==> src/rtl/perceptron_mac.sv <==
// perceptron_mac: single-neuron MAC with optional on-line training, built when PERCEPTRON_TRAIN_EN is defined.
// Latency is N_IN+1 cycles from accept to out_valid, or 2*N_IN+2 when a weight update runs.
// One sample in flight: in_ready is high only in IDLE; the result is held in DONE until out_ready.

module perceptron_mac #(
   parameter  int N_IN     = 4,
   parameter  int IN_W     = 8,
   parameter  int WT_W     = 8,
   parameter  int LR_SHIFT = 0,
   localparam int ACC_W    = IN_W + WT_W + $clog2(N_IN + 1),
   localparam int AW       = $clog2(N_IN + 1)
) (
   input  logic                   clk,
   input  logic                   rst,
   input  logic                   in_valid,
   output logic                   in_ready,
   input  logic [N_IN*IN_W-1:0]   x_vec,
   input  logic                   train,
   input  logic                   target,
   input  logic                   wt_we,
   input  logic [AW-1:0]          wt_addr,
   input  logic signed [WT_W-1:0] wt_data,
   output logic                   out_valid,
   input  logic                   out_ready,
   output logic                   classification,
   output logic signed [ACC_W-1:0] acc_out,
   output logic                   updated
);

   localparam int IDX_W = $clog2(N_IN);

   typedef enum logic [1:0] {
      IDLE   = 2'd0,
      MAC    = 2'd1,
      DONE   = 2'd2
`ifdef PERCEPTRON_TRAIN_EN
      ,
      UPDATE = 2'd3
`endif
   } state_t;

   state_t state, state_nxt;

   logic signed [WT_W-1:0]  wt [N_IN];
   logic signed [WT_W-1:0]  bias;
   logic [IN_W-1:0]         x_lat [N_IN];
   logic signed [ACC_W-1:0] acc;
   logic signed [ACC_W-1:0] acc_sum;
   logic signed [ACC_W-1:0] prod;
   logic signed [ACC_W-1:0] x_ext;
   logic signed [ACC_W-1:0] w_ext;
   logic signed [ACC_W-1:0] bias_ext;
   logic [IDX_W-1:0]        ch;
   logic                    aux;   // MAC: bias-load cycle pending; UPDATE: bias-step cycle pending
   logic                    ch_last;
   logic                    cls_nxt;

   // Inputs are unsigned, so zero-extend before the signed multiply.
   assign x_ext    = $signed({{(ACC_W-IN_W){1'b0}}, x_lat[ch]});
   assign w_ext    = {{(ACC_W-WT_W){wt[ch][WT_W-1]}}, wt[ch]};
   assign bias_ext = {{(ACC_W-WT_W){bias[WT_W-1]}}, bias};
   assign prod     = x_ext * w_ext;
   assign acc_sum  = acc + prod;
   assign cls_nxt  = ~acc_sum[ACC_W-1];
   assign ch_last  = (ch == IDX_W'(N_IN - 1));

   assign in_ready  = (state == IDLE);
   assign out_valid = (state == DONE);

`ifdef PERCEPTRON_TRAIN_EN
   localparam int WT_MAX_I = (2 ** (WT_W - 1)) - 1;
   localparam int WT_MIN_I = -(2 ** (WT_W - 1));
   localparam int SUM_W    = ((IN_W > WT_W) ? IN_W : WT_W) + 2;
   localparam logic signed [SUM_W-1:0] SUM_MAX = SUM_W'(WT_MAX_I);
   localparam logic signed [SUM_W-1:0] SUM_MIN = SUM_W'(WT_MIN_I);
   localparam logic signed [WT_W-1:0]  WT_MAX  = WT_W'(WT_MAX_I);
   localparam logic signed [WT_W-1:0]  WT_MIN  = WT_W'(WT_MIN_I);

   logic train_lat;
   logic target_lat;
   logic upd_q;
   logic upd_need;

   // Widened add/subtract then clamp, so a step can never wrap.
   function automatic logic signed [WT_W-1:0] sat_step(
      input logic signed [WT_W-1:0] w,
      input logic [IN_W-1:0]        mag,
      input logic                   up
   );
      logic signed [SUM_W-1:0] w_e;
      logic signed [SUM_W-1:0] m_e;
      logic signed [SUM_W-1:0] s;
      w_e = {{(SUM_W-WT_W){w[WT_W-1]}}, w};
      m_e = $signed({{(SUM_W-IN_W){1'b0}}, mag});
      s   = up ? (w_e + m_e) : (w_e - m_e);
      if (s > SUM_MAX)
         return WT_MAX;
      else if (s < SUM_MIN)
         return WT_MIN;
      else
         return s[WT_W-1:0];
   endfunction

   assign upd_need = train_lat && (cls_nxt != target_lat);
   assign updated  = upd_q;
`else
   logic unused_cfg;
   assign unused_cfg = ^{train, target, 32'(LR_SHIFT)};
   assign updated    = 1'b0;
`endif

   always_ff @(posedge clk or posedge rst) begin
      if (rst)
         state <= IDLE;
      else
         state <= state_nxt;
   end

   always_comb begin
      state_nxt = state;
      case (state)
         IDLE: if (in_valid) state_nxt = MAC;
         MAC: begin
            if (!aux && ch_last) begin
`ifdef PERCEPTRON_TRAIN_EN
               state_nxt = upd_need ? UPDATE : DONE;
`else
               state_nxt = DONE;
`endif
            end
         end
`ifdef PERCEPTRON_TRAIN_EN
         UPDATE: if (aux) state_nxt = DONE;
`endif
         DONE: if (out_ready) state_nxt = IDLE;
         default: state_nxt = IDLE;
      endcase
   end

   always_ff @(posedge clk or posedge rst) begin
      if (rst) begin
         for (int i = 0; i < N_IN; i++) begin
            wt[i]    <= '0;
            x_lat[i] <= '0;
         end
         bias           <= '0;
         acc            <= '0;
         ch             <= '0;
         aux            <= 1'b0;
         acc_out        <= '0;
         classification <= 1'b0;
`ifdef PERCEPTRON_TRAIN_EN
         train_lat      <= 1'b0;
         target_lat     <= 1'b0;
         upd_q          <= 1'b0;
`endif
      end else begin
         case (state)
            IDLE: begin
               // Write lands before the accepted sample reads any weight.
               if (wt_we) begin
                  if (wt_addr < AW'(N_IN))
                     wt[wt_addr[IDX_W-1:0]] <= wt_data;
                  else if (wt_addr == AW'(N_IN))
                     bias <= wt_data;
               end
               if (in_valid) begin
                  for (int i = 0; i < N_IN; i++)
                     x_lat[i] <= x_vec[i*IN_W +: IN_W];
`ifdef PERCEPTRON_TRAIN_EN
                  train_lat  <= train;
                  target_lat <= target;
`endif
                  aux <= 1'b1;
                  ch  <= '0;
               end
            end
            MAC: begin
               if (aux) begin
                  acc <= bias_ext;
                  aux <= 1'b0;
               end else begin
                  acc <= acc_sum;
                  ch  <= ch + 1'b1;
                  if (ch_last) begin
                     ch             <= '0;
                     acc_out        <= acc_sum;
                     classification <= cls_nxt;
`ifdef PERCEPTRON_TRAIN_EN
                     upd_q          <= upd_need;
`endif
                  end
               end
            end
`ifdef PERCEPTRON_TRAIN_EN
            UPDATE: begin
               if (!aux) begin
                  wt[ch] <= sat_step(wt[ch], x_lat[ch] >> LR_SHIFT, target_lat);
                  ch     <= ch + 1'b1;
                  if (ch_last) begin
                     ch  <= '0;
                     aux <= 1'b1;
                  end
               end else begin
                  bias <= sat_step(bias, IN_W'(1), target_lat);
                  aux  <= 1'b0;
               end
            end
`endif
            default: ;
         endcase
      end
   end

endmodule

==> config.mk <==
export PLATFORM = sky130hd
export DESIGN_NAME = perceptron_mac
export DESIGN_NICKNAME = d
export VERILOG_FILES = /design/src/rtl/perceptron_mac.sv
export SDC_FILE = /design/constraint.sdc
export NUM_CORES = 1
export LEC_CHECK = 0
export ABC_AREA = 1
export CORE_AREA = 2 2 138 207
export DETAILED_ROUTE_END_ITERATION = 8
export DIE_AREA = 0 0 140 209
export REMOVE_ABC_BUFFERS = 1
export SETUP_SLACK_MARGIN = 0.2
export SLEW_MARGIN = 20
export SYNTH_ARGS = -nofsm -noshare
export SYNTH_HDL_FRONTEND = slang
export SYNTH_SLANG_ARGS = --single-unit
==> constraint.sdc <==
create_clock -name clk -period 14.3 [get_ports clk]
set_input_delay 2.145 -clock clk [delete_from_list [all_inputs] [get_ports clk]]
set_output_delay 2.145 -clock clk [all_outputs]
set_load 0.005 [all_outputs]
==> results of run 1 <==
routing by layer:
| metal | track usage [%] | part of all wire (%) |
|---|---|---|
| met5 | 0 | 0 |
| met3 | 2.73 | 2.6 |
| met4 | 6.41 | 3.2 |
| met1 | 15.1 | 38 |
| met2 | 27.6 | 56 |
synth_stat cells, drive strengths merged, types with 4 or more instances:
library cell	number	area share (%)
nand2	228	11
inv	163	7.5
dfrtp	116	36
nor2	89	4.8
a21oi	64	4.1
ha	57	8.7
fa	51	13
o21ai	47	3.1
nand3	35	2.1
mux2	31	4.3
buf	16	1.6
a32oi	14	1.9
clkbuf	10	0.95
nand4	7	0.54
nand3b	4	0.37
through the flow:
stage	utilization [%]	setup WS [ps]	hold slack (ps)
5_1_grt	35.2	7670	506
4_1_cts	35.2	7990	480
3_3_place_gp	32.9	8010	464
2_1_floorplan	-	8610	453
6_report	35.2	8010	474
3_5_place_dp	32.9	8000	465
registers in the layout, summed over array words and instances, names as in the netlist:
signal and cells:
x_lat 32, bias 8, classification 1, wt 32, acc 19, state 2, acc_out 19, ch 2
aux 1
worst max-delay path by stage:
stage / from / end
after global routing: ch[0] / acc[10]
after global placement: ch[0] / acc[10]
final: ch[0] / acc[10]
after floorplan: ch[0] / acc[10]
after CTS: ch[0] / acc[10]
after detailed placement: ch[0] / acc[10]
final cells by class:
cell class	instances	area [um^2]
fill	2820	17900
clock inverter	12	176
sequential	116	2900
inverter	163	614
tap	346	433
clock buffer	20	467
timing repair buffer	74	728
multi-input combinational	641	4440
cells by family after synthesis:
kind of cell / count (synthesis)
adders and majority gates: 108
xor gates and xnor gates: 4
and+or+nand+nor: 370
AOI/OAI and AO/OA: 127
buffers and inverters: 189
DFF: 116
muxes: 31
other: 1
placed cells by master, fill, tap and decap left out, types with 4 or more instances in the layout:
| master | n |
|---|---|
| sky130_fd_sc_hd__mux2_2 | 31 |
| sky130_fd_sc_hd__nand3_1 | 35 |
| sky130_fd_sc_hd__nand3b_1 | 4 |
| sky130_fd_sc_hd__a32oi_2 | 4 |
| sky130_fd_sc_hd__dfrtp_1 | 116 |
| sky130_fd_sc_hd__buf_4 | 5 |
| sky130_fd_sc_hd__clkbuf_16 | 17 |
| sky130_fd_sc_hd__nor2_4 | 5 |
| sky130_fd_sc_hd__a21oi_1 | 61 |
| sky130_fd_sc_hd__o21ai_0 | 42 |
| sky130_fd_sc_hd__nand2_1 | 225 |
| sky130_fd_sc_hd__bufinv_16 | 4 |
| sky130_fd_sc_hd__o21ai_2 | 5 |
| sky130_fd_sc_hd__inv_2 | 6 |
| sky130_fd_sc_hd__fa_1 | 51 |
| sky130_fd_sc_hd__clkdlybuf4s50_1 | 69 |
| sky130_fd_sc_hd__a32oi_1 | 10 |
| sky130_fd_sc_hd__nand4_1 | 7 |
| sky130_fd_sc_hd__nor2_1 | 83 |
| sky130_fd_sc_hd__inv_1 | 156 |
| sky130_fd_sc_hd__ha_1 | 57 |
worst min-delay path: stages (launching register included):
cell	delay [ps]
sky130_fd_sc_hd__dfrtp_1	340
sky130_fd_sc_hd__nand2_1	50
sky130_fd_sc_hd__nand2_1	50
==> results.md, run 1 <==
| Quantity | This run | Unit |
| --- | --- | --- |
| Status | complete, no violations | - |
| Register bit count reported by yosys | 116 | - |
| Count of cell instances traversed by the critical path | 18 | - |
| Buffer and inverter count on the worst path | 3 | - |
| Number of enable-type register cells in the synthesized netlist | 0 | - |
| Total overflow reported by the global router | 0 | - |
| Final Max Tran Viols | 0 | - |
| Average cell area after synthesis | 8.62 | um^2 |
| Final setup violation count | 0 | - |
| Longest Clk Path Bufs | 2 | - |
| Number of warnings issued by yosys | 0 | - |
| Antenna violations before repair | 0 | - |
| Startpoint type of the worst setup path | flop | - |
| Number of placed I/O pins | 73 | - |
| Post-synthesis share of cell area spent on full adders, half adders and majority gates | 21.3 | % |
| Worst clock skew on the final layout | 14.4 | ps |
| Setup fix buffers added after clock tree synthesis | 0 | - |
| CP Class | reg2reg | - |
| Portion of netlist area occupied by mux cells | 4.28 | % |
| Height of the chip | 209 | um |
| Overall routing resource usage | 14.4 | % |
| Number of nets still failing antenna checks after routing | 0 | - |
| Simple-gate share of the synthesized area | 19.2 | % |
| Number of DRC violations after detailed-routing iteration 0 | 318 | - |
| Critical path cell sequence | buf_4, inv_2, nand2_1, a32oi_1, nand2_1, fa_1, fa_1, inv_1, fa_1, fa_1, fa_1, ha_1, or2_2, nand3_1, nand2_1, or2_2, nand3_1, nand2_1 | - |
| Max stage delay cell, worst path | sky130_fd_sc_hd__a32oi_1 | - |
| Biggest fanout along the worst timing path | 42 | - |
| MaxCap Viol Count | 0 | - |
| Reg2reg start | ch[0] | - |
| Hold_sp | acc_out[11] | - |
| Cell family contributing the most delay on the critical path | adder cells | - |
| Initial core utilization | 29.5 | % |
| # diodes | 0 | - |
| Synth async-reset ratio | 100 | % |
| Share of final-layout standard cells stronger than drive strength 1 | 9.84 | % |
| Reg-to-reg endpoint | acc[10] | - |
| Core footprint | 0.0277 | mm^2 |
| Post-route cell area | 0.00976 | mm^2 |
| R2R depth | 18 | - |
| Worst path max stage delay | 720 | ps |
| Netlist cell types | 35 | - |
| Crit path required time | 14,600 | ps |
| Share of the synthesized area in compound gates (AO/OA/AOI/OAI) | 9.22 | % |
| Post-Synthesis Cell Area | 0.00816 | mm^2 |
| Cells after Synth | 946 | - |
| Site Rows | 75 | - |
| Clock Pin Slew Worst Setup and Hold Paths | 60 | ps |
| Main flop type after synthesis | sky130_fd_sc_hd__dfrtp_1 | - |
| First-pass GRT wire length | 32.9 | mm |
| CTS resizes | 0 | - |
| Non-filler cells in the finished layout | 1,372 | - |
| Count of H-tree levels built during CTS | 4 | - |
| Unrepaired setup endpoints after global routing | false | - |
| Pin count of the biggest net entering global routing | 60 | - |
| Worst-case headroom to the max-slew limit | 40.0 | % |
| Final Net Count | 1,171 | - |
| Via count of the first global-routing pass | 6,569 | - |
| DR pass1 iterations | 7 | - |
| Number of CTS-inserted buffers | 17 | - |
| Hold-fix buffer count after cts | 0 | - |
| Share of the clock period used by the worst path after layout | 44.0 | % |
| Arrival time worst endpoint | 6590 | ps |
| Gpl congestion | 0.851 | - |
| Register-to-register path setup slack | 8010 | ps |
| Clk root buf | sky130_fd_sc_hd__clkbuf_16 | - |
| Worst min-delay path category | reg2reg | - |
| Pin slew with the least headroom to its limit | 897 | ps |
| Post-Synth XOR/XNOR Area | 0.429 | % |
| Number of cells on the worst hold path | 2 | - |
| Quantity of I/O buffers inserted on ports | 69 | - |
| Vias per inst | 4.61 | - |
| Hpwl dp | 15.6 | mm |
| Width of the die | 140 | um |
| Most frequent cell on the critical path | sky130_fd_sc_hd__fa_1 | - |
| Capture endpoint of the worst hold path | acc_out[11] | - |
| Post-Route Setup TNS | 0 | ps |
| Final count of hold timing violations | 0 | - |
| Routed wirelength normalized by instance count | 14.6 | um |
| Total instance count after detailed placement | 1,340 | - |
| Wire length after detailed routing | 20.0 | mm |
| TritonCTS clock tree | done | - |
| Minimum clock period after layout | 6290 | ps |
| Total via count after detailed routing | 6,325 | - |
| Area Growth Syn to Fin | 19.6 | % |
| Area of the die | 0.0293 | mm^2 |
| Number of clock sinks | 116 | - |
| Share of the yosys chip area belonging to registers | 35.6 | % |
| Fmax | 0.159 | GHz |
| Detailed-route DRC error count | 0 | - |
| Critical path capture point type | flop | - |
| Cell area after placement | 0.00911 | mm^2 |
| Worst skew pair latency | 430 | ps |
| Main combinational cell family by area after synthesis | adder cells | - |
Power of run 1 is not shown: default switching activity piles up to over one toggle a cycle in this logic, so the estimate is an artifact.
==> run 2: changes to the inputs <==
==> constraint.sdc (replaced) <==
create_clock -name clk -period 5.9 [get_ports clk]
set_input_delay 0.885 -clock clk [delete_from_list [all_inputs] [get_ports clk]]
set_output_delay 0.885 -clock clk [all_outputs]
set_load 0.005 [all_outputs]
==> run 2 against run 1 <==
  * The run now ends with DRC left
  * Routed wire length grew 0.17%
  * Fmax grew 16%
  * Utilization grew 0.88 points
  * Clock-buffer cell count shrank 2
  * Global-route usage is essentially flat
  * Register-to-register slack lost 7500 ps
  * Worst hold slack gained 4.3 ps
  * Sequential share of layout area shrank 0.73 points
  * First-iteration DRC count shrank 7.9%
  * Largest cell class unchanged
==> results.md, run 2 (same netlist as run 1, synthesis figures left out) <==
| Quantity | This run | Unit |
| --- | --- | --- |
| Pin count of the biggest net entering global routing | 64 | - |
| Met3 Use GR | 2.59 | % |
| Failing checks | DRC | - |
| Detailed-route DRC error count | 2 | - |
| Final count of hold timing violations | 0 | - |
| Pin slew with the least headroom to its limit | 876 | ps |
| Final setup violation count | 0 | - |
| MaxCap Viol Count | 0 | - |
| # diodes | 0 | - |
| Worst-case headroom to the max-slew limit | 41.4 | % |
| Final Max Tran Viols | 0 | - |
| First-pass GRT wire length | 33.1 | mm |
| Critical path capture point type | flop | - |
| Reg2reg start | ch[0] | - |
| Share of final-layout standard cells stronger than drive strength 1 | 12.2 | % |
| Clk root buf | sky130_fd_sc_hd__clkbuf_16 | - |
| Most Crowded Layer GR | met2 | - |
| Startpoint type of the worst setup path | flop | - |
| Worst clock skew on the final layout | 11.5 | ps |
| Number of clock sinks | 116 | - |
| Startpoint of the worst setup timing path | ch[0] | - |
| Site Rows | 75 | - |
| Unrepaired setup endpoints after global routing | false | - |
| Routed wirelength normalized by instance count | 14.3 | um |
| Antenna violations before repair | 0 | - |
| Met1 GRT Util | 14.6 | % |
| Arrival time worst endpoint | 5730 | ps |
| Via count of the first global-routing pass | 6,738 | - |
| Initial core utilization | 29.5 | % |
| Share of the clock period used by the worst path after layout | 91.7 | % |
| Hold_sp | acc_out[12] | - |
| Setup fix buffers added after clock tree synthesis | 0 | - |
| CP Class | reg2reg | - |
| Met2 track demand over resource in global routing | 27.5 | % |
| TritonCTS clock tree | done | - |
| Minimum clock period after layout | 5410 | ps |
| Area of the die | 0.0293 | mm^2 |
| Count of H-tree levels built during CTS | 4 | - |
| Commonest cells after routing, fill and taps aside | sky130_fd_sc_hd__nand2_1 (225), sky130_fd_sc_hd__inv_1 (156), sky130_fd_sc_hd__dfrtp_1 (116), sky130_fd_sc_hd__nor2_1 (83), sky130_fd_sc_hd__clkdlybuf4s50_1 (69) | - |
| Core footprint | 0.0277 | mm^2 |
| Status | finished, violations left | - |
| Number of nets still failing antenna checks after routing | 0 | - |
| Number of placed I/O pins | 73 | - |
| Final-layout fill cell count | 2,830 | - |
| Wire length after detailed routing | 20.0 | mm |
| Longest Clk Path Bufs | 2 | - |
| Vias per inst | 4.56 | - |
| Area Growth Syn to Fin | 22.6 | % |
| Final Net Count | 1,197 | - |
| Clock Pin Slew Worst Setup and Hold Paths | 60 | ps |
| Total overflow reported by the global router | 0 | - |
| Width of the die | 140 | um |
| Leading cell type in the layout, fill and taps excluded | sky130_fd_sc_hd__nand2_1 | - |
| Total via count after detailed routing | 6,378 | - |
| Worst skew pair latency | 430 | ps |
| Overall routing resource usage | 14.4 | % |
| Fmax | 0.185 | GHz |
| Largest regs | wt: 32 flops, x_lat: 32 flops | - |
| Post-Route Setup TNS | 0 | ps |
| Biggest fanout along the worst timing path | 17 | - |
| DR pass1 iterations | 6 | - |
| Gpl congestion | 0.900 | - |
| Height of the chip | 209 | um |
| Number of DRC violations after detailed-routing iteration 0 | 293 | - |
| Crit path required time | 6220 | ps |
| Register-to-register path setup slack | 490 | ps |
| Worst min-delay path category | reg2reg | - |
| Quantity of I/O buffers inserted on ports | 69 | - |
| Number of CTS-inserted buffers | 17 | - |
| Hpwl dp | 15.9 | mm |
[run 2: cell count changes in the layout (fill, tap and decap cells not counted), sizes merged]
cell      delta
inv          +2
bufinv       +1
clkinvlp     +1
clkinv       -2
clkbuf       -2
buf         +26
[run 2: final timing paths]
kind,end,cells past startpoint
setup / recovery,acc[10],17
hold / removal,acc_out[12],2
setup reg to reg,acc[10],17
hold reg to reg,acc_out[12],2
max in group asynchronous,x_lat[20],3
min in group asynchronous,wt[24],2
[run 2: area by class of cell]
type | instances | area (um^2) | area share (%)
timing repair buffer | 100 | 931 | 9.31
sequential | 116 | 2900 | 29.0
multi-input combinational | 641 | 4460 | 44.5
clock buffer | 18 | 439 | 4.39
inverter | 163 | 619 | 6.19
tap | 346 | 433 | 4.33
clock inverter | 14 | 221 | 2.21
[run 2: critical path: stages (launching register included)]
cell and delay [ps]:
sky130_fd_sc_hd__dfrtp_1 430, sky130_fd_sc_hd__buf_4 270, sky130_fd_sc_hd__nand2_1 80, sky130_fd_sc_hd__a32oi_1 370, sky130_fd_sc_hd__nand2_1 140, sky130_fd_sc_hd__fa_1 520, sky130_fd_sc_hd__fa_1 560, sky130_fd_sc_hd__inv_1 60
sky130_fd_sc_hd__fa_1 510, sky130_fd_sc_hd__fa_1 540, sky130_fd_sc_hd__fa_1 490, sky130_fd_sc_hd__ha_1 330, sky130_fd_sc_hd__or2_2 330, sky130_fd_sc_hd__nand3_1 110, sky130_fd_sc_hd__nand2_1 100, sky130_fd_sc_hd__or2_2 300
sky130_fd_sc_hd__nand3_1 100, sky130_fd_sc_hd__nand2_1 60
[run 2: layer usage]
layer  up-vias  part of all wire, %
li1       3168                    -
met1      3063                   37
met2        97                   56
met4         0                  4.6
met3        50                  2.6
met5         -                    0
[run 2: stage by stage]
stage                     worst slack [ps]  std cells  instance area [um^2]  hold slack (ps)  utilization, %
after global placement                 496       1366                  9310              466            33.6
after detailed placement               405       1366                  9310              470            33.6
after CTS                              367       1398                  9970              486            36.0
after global routing                   209       1398                 10000              514            36.1
final                                  488       1398                 10000              479            36.1
after floorplan                        211        920                  7950              453               -
[run 2: timing repair]
action,in CTS,in global routing
endpoints found under the hold margin,0,0
hold buffers,0,0
gates resized for setup,0,7
endpoints found under the setup margin,0,14
Power of run 2 is left out for the same reason.
